==> src/rtl/conv_scheduler.sv <==
// Window scheduler: walks filter origins over the input map, hands each window
// to a shared conv engine and writes results back. Optional: CONV_SCHEDULER_RELU_EN.
module conv_scheduler #(
    parameter  int input_size  = 7,
    parameter  int filter_size = 3,
    parameter  int stride      = 2,
    localparam int OUT  = ((input_size - filter_size) / stride) + 1,
    localparam int NWIN = OUT * OUT,
    localparam int CW   = (input_size > 1) ? $clog2(input_size) : 1,
    localparam int IW   = (NWIN > 1) ? $clog2(NWIN) : 1
) (
    input  logic          clk,
    input  logic          rst_n,
    input  logic          start,
    input  logic          abort,
    output logic          busy,
    output logic          done,
    output logic [CW-1:0] win_row,
    output logic [CW-1:0] win_col,
    output logic          eng_valid,
    input  logic          eng_ready,
    input  logic          res_valid,
    input  logic [31:0]   res_data,
    output logic          out_we,
    output logic [IW-1:0] out_addr,
    output logic [31:0]   out_data
);

    localparam logic [2:0] IDLE  = 3'd0;
    localparam logic [2:0] ISSUE = 3'd1;
    localparam logic [2:0] WAIT  = 3'd2;
    localparam logic [2:0] WRITE = 3'd3;
    localparam logic [2:0] FIN   = 3'd4;

    localparam int LIM = input_size - filter_size;

    logic [2:0]    state;
    logic [IW-1:0] index;
    logic [31:0]   data_q;
    logic [31:0]   res_proc;
    logic          last;
    logic          col_wrap;

`ifdef CONV_SCHEDULER_RELU_EN
    assign res_proc = res_data[31] ? 32'd0 : res_data;
`else
    assign res_proc = res_data;
`endif

    assign last     = (index == IW'(NWIN - 1));
    assign col_wrap = (32'(win_col) + 32'(stride)) > 32'(LIM);

    always_ff @(posedge clk or negedge rst_n) begin
        if (!rst_n) begin
            state   <= IDLE;
            win_row <= '0;
            win_col <= '0;
            index   <= '0;
            data_q  <= '0;
        end else if (abort) begin
            state <= IDLE;
        end else begin
            case (state)
                IDLE: begin
                    if (start) begin
                        state   <= ISSUE;
                        win_row <= '0;
                        win_col <= '0;
                        index   <= '0;
                    end
                end
                ISSUE: begin
                    if (eng_ready) state <= WAIT;
                end
                WAIT: begin
                    if (res_valid) begin
                        data_q <= res_proc;
                        state  <= WRITE;
                    end
                end
                WRITE: begin
                    if (last) begin
                        state <= FIN;
                    end else begin
                        // raster order: step right, wrap to next window row
                        if (col_wrap) begin
                            win_col <= '0;
                            win_row <= win_row + CW'(stride);
                        end else begin
                            win_col <= win_col + CW'(stride);
                        end
                        index <= index + 1'b1;
                        state <= ISSUE;
                    end
                end
                FIN:     state <= IDLE;
                default: state <= IDLE;
            endcase
        end
    end

    // abort suppresses strobes in the cycle it is raised
    assign busy      = (state != IDLE);
    assign done      = (state == FIN) && !abort;
    assign eng_valid = (state == ISSUE) && !abort;
    assign out_we    = (state == WRITE) && !abort;
    assign out_addr  = index;
    assign out_data  = data_q;

endmodule
==> config.mk <==
export PLATFORM = sky130hd
export DESIGN_NAME = conv_scheduler
export DESIGN_NICKNAME = d
export VERILOG_FILES = /design/src/rtl/conv_scheduler.sv
export SDC_FILE = /design/constraint.sdc
export NUM_CORES = 1
export LEC_CHECK = 0
export CAP_MARGIN = 20
export CORE_MARGIN = 5
export CORE_UTILIZATION = 33
export DETAILED_ROUTE_END_ITERATION = 6
export MAX_ROUTING_LAYER = met4
export PLACE_DENSITY = 0.67
export SLEW_MARGIN = 20
export SYNTH_ARGS = -nofsm -noshare
export SYNTH_HDL_FRONTEND = slang
export SYNTH_SLANG_ARGS = --single-unit
==> constraint.sdc <==
create_clock -name clk -period 3.29 [get_ports clk]
set_clock_uncertainty 0.2 [all_clocks]
set_input_delay 0.987 -clock clk [delete_from_list [all_inputs] [get_ports clk]]
set_output_delay 0.987 -clock clk [all_outputs]
set_load 0.02 [all_outputs]
* Word level (Yosys, flattened, before mapping) *
Cells that the tools add are included.

storage, ports and cells
  bits in registers = 45
  bits of input ports = 38
  logic and storage cells = 49

cells by class
  add/subtract/negate cells = 4
  order comparisons = 1
  equality and inequality tests = 11
  mux-type cells = 16
  bitwise gates (word level) = 1
  reductions and logical operators = 11

operators by type and width
  cell                                                                   count
  3-bit 2-to-1 mux                                                       10
  3-bit case mux with 2 select lines                                     2
  3-bit case mux with 4 select lines                                     1
  3-bit inequality test (second input constant)                          3
  4-bit 2-to-1 mux                                                       2
  4-bit case mux with 2 select lines                                     1
  3-bit by 2-bit adder with 3-bit output (second input constant)         2
  3-bit by 2-bit == test with 1-bit output (second input constant)       2
  2-bit inequality test (second input constant)                          3
  3-bit AND reduction                                                    2
  5-bit AND reduction                                                    1
  3-bit by 2-bit adder with 4-bit output (second input constant)         1
  4-bit by 1-bit adder with 4-bit output (second input constant)         1
  4-bit == test (second input constant)                                  1
  4-bit by 3-bit > comparator with 1-bit output (second input constant)  1
  4-bit AND reduction                                                    1
  3-bit by 1-bit == test with 1-bit output (second input constant)       1
  3-bit == test (second input constant)                                  1
  1-bit logical AND                                                      3
  3-bit logical NOT                                                      1
  3-bit nonzero test                                                     1
  2-bit nonzero test                                                     1
  1-bit logical NOT                                                      1
  1-bit NOT                                                              1

* Longest topological paths before layout *
Gate-level depths: netlist of run 1.

  word-level depth = 5
  depth in mapped cells = 6
  mapped depth without buffers = 6

* Least setup slack after synthesis of run 1 *
No wires, ideal clock.

  path type = input to output
  start = input abort
  end = output done
  arrival time = 1.763 ns
  setup slack = 0.340 ns
  stages = 1
  buffers on the path = 0
  cell sequence = nor4b_1

on the way
  longest elaborated chain between the ends = 2

ends and longest elaborated chain
  item               line  RTL
  start, declared    15    input logic abort,
  1-bit logical NOT  104   assign done = (state == FIN) && !abort;
  1-bit logical AND  104
  end, declared      17    output logic done,

Every way passes these cells.

* Worst setup path after layout of run 1 *
Same ends and word-level chain as after synthesis.

==> results of run 1 <==
-- layer usage --
metal  wire [um]  GRT usage  vias to the layer above
li1            -          -                      665
met1        2120      0.185                      673
met2        1950      0.175                       57
met3         373     0.0371                        2
met4          13     0.0340                        0
met5           0          -                        -
-- critical path: stages --
cell,delay (ns)
dlygate4sd2_1,0.30
nor4b_2,0.25
buf_4,0.15
clkdlybuf4s15_2,0.25
-- area by class of cell --
class	instances	area [um^2]	area share
Sequential cell	43	1080	0.368
Timing Repair Buffer	90	873	0.299
Multi-Input combinational cell	82	769	0.263
Tap cell	72	90.1	0.0308
Clock buffer	5	68.8	0.0235
Inverter	8	30.0	0.0103
Clock inverter	3	15.0	0.00514
-- power by group --
part           leakage, uW  internal (uW)  switching (uW)
Combinational     0.000672            343             274
Clock            0.0000477            145             173
Sequential        0.000559            651            66.2
Total              0.00128           1140             513
-- worst max-delay path by stage --
| stage | from | slack, ns | endpoint |
|---|---|---|---|
| floorplan | abort | 0.34 | done |
| global placement | abort | -0.50 | done |
| detailed placement | abort | -0.55 | done |
| CTS | abort | 0.14 | done |
| global route | abort | 0.09 | done |
| finish | abort | 0.17 | done |
-- state kept, by name, indices dropped and copies added, names as in the netlist --
name,cells
win_row,2
win_col,2
out_data,32
state,3
out_addr,4
-- cell families (layout without fill, tap and decap cells) --
logic type | Yosys count | in the layout | share of synthesized area
compound gates | 14 | 14 | 0.0553
xor+xnor | 1 | 1 | 0.00455
fa+ha+maj | 5 | 5 | 0.0325
buf+inv | 15 | 106 | 0.0462
flops | 43 | 43 | 0.559
mux | 35 | 35 | 0.210
other cells | 1 | 2 | 0.00195
simple gates | 25 | 25 | 0.0904
-- per-stage QoR --
step	setup WS [ns]	util	instances
CTS	0.141	0.524	303
floorplan	0.340	-	140
finish	0.167	0.524	303
detailed placement	-0.548	0.508	295
global placement	-0.497	0.508	295
global route	0.0922	0.524	303
-- cell usage in the layout, fill, tap and decap left out, types with 3 or more instances in the layout --
cell and n:
ha_1 5, clkdlybuf4s50_1 76, clkbuf_8 5, dfrtp_1 43, inv_1 7, nor2_1 4, clkinv_2 3, buf_4 9
o21ai_0 5, nand2_1 4, mux2_2 30, mux2_1 3
==> results_dict.tcl, run 1 <==
set metrics [dict create \
    drc_errors 0 \
    r2r_cells 4 \
    reg2reg_from "state[1]" \
    crit_path_start_kind "primary input" \
    finalHoldViolCount 0 \
    drt_first_iter_violations 24 \
    grt_max_degree 44 \
    overflow 0 \
    clock_sinks 43 \
    final.setup.tns_ns 0 \
    ant_nets 0 \
    cts_resized 9 \
    synth_top_area_share 0.559 \
    io_buffers 81 \
    area_growth_pct 51.9 \
    ir_drop_uv 249 \
    path_max_fanout 5 \
    ctsHoldBuffers 0 \
    min_path_cells 1 \
    drive_gt1_frac 0.247 \
    wl_per_cell_um 14.7 \
    fmax_mhz 320 \
    vias 1397 \
    netlist_top_cells_count "dfrtp_1 (43), mux2_2 (30), inv_1 (7)" \
    synth.avg_cell_area_um2 13.8 \
    slew_viol_final 0 \
    dieArea_um2 7460 \
    core_um2 5570 \
    clk_latency_ns 0.29 \
    die_w_um 86.4 \
    synth_area_um2 1920 \
    end_kind "output port" \
    design_area_um2 2920 \
    slew_headroom 0.643 \
    hold_end "out_data[14]" \
    yosysWarnings 0 \
    grt_pass1_vias 1472 \
    synth_flop_cell "dfrtp_1" \
    rsz0062_at_grt "no" \
    grt_pass1_wl_um 7420 \
    synth_top_area_cell "dfrtp_1" \
    rr_endpoint "out_data[8]" \
    synth.distinct_cells 37 \
    synthCells 139 \
    clockBufferDepth 2 \
    worst_pin_slew_ns 0.535 \
    die_h_um 86.4 \
    via_per_inst 4.61 \
    cts_setup_buffers 0 \
    hold_start "out_data[14]" \
    ys_seq_area_frac 0.559 \
    grt_usage 0.128 \
    hold_path.class "flop to flop" \
    initial_core_util 0.345 \
    ios 84 \
    root_buffer "clkbuf_8" \
    cts_tree "done" \
    yosys_register_bits 43 \
    num_rows 27 \
    synth.top_cells.by_area "dfrtp_1 (56%), mux2_2 (18%), ha_1 (3.3%)" \
    nets 273 \
    maxCapViolations 0 \
    hpwl_um 3320 \
    synth.most_common_cell "dfrtp_1" \
    dpl_cell_area_um2 2830 \
    diodes 0 \
    period_minus_slack_ns 3.12 \
    wl_um 4460 \
    crit_type "primary input to output port" \
    fin_hold_ws_ns 0.289 \
    setup_viol 0 \
    leakage_uw 0.00128 \
    cts_buffers 5 \
    status "finished, final reports clean" \
    powerDensity_nw_per_um2 565 \
    fin_crit_sh 0.949 \
    synth_edf_count 0 \
    clk_pin_slew_ns 0.08 \
    cp_data_required_time_ns 2.10 \
    dr.pass1.iters 5 \
    gp_congestion 0.767 \
    h-tree-depth 2 \
    synthArstFlopShare 1.00 \
    rrSetupSlack_ns 1.35 \
    power.total_uw 1650 \
    critPathArrivalTime_ns 1.94 \
    nFillCells 489 \
    grt_antenna_before_repair 0 \
]
Note: power is estimated with default switching activity, not from simulation.
==> inputs of run 2 (changes only) <==
Settings changed: CTS_CLUSTER_DIAMETER from default to 150.
==> results of run 2 <==
The final DEF is identical to that of run 1; final timing and power are the same.
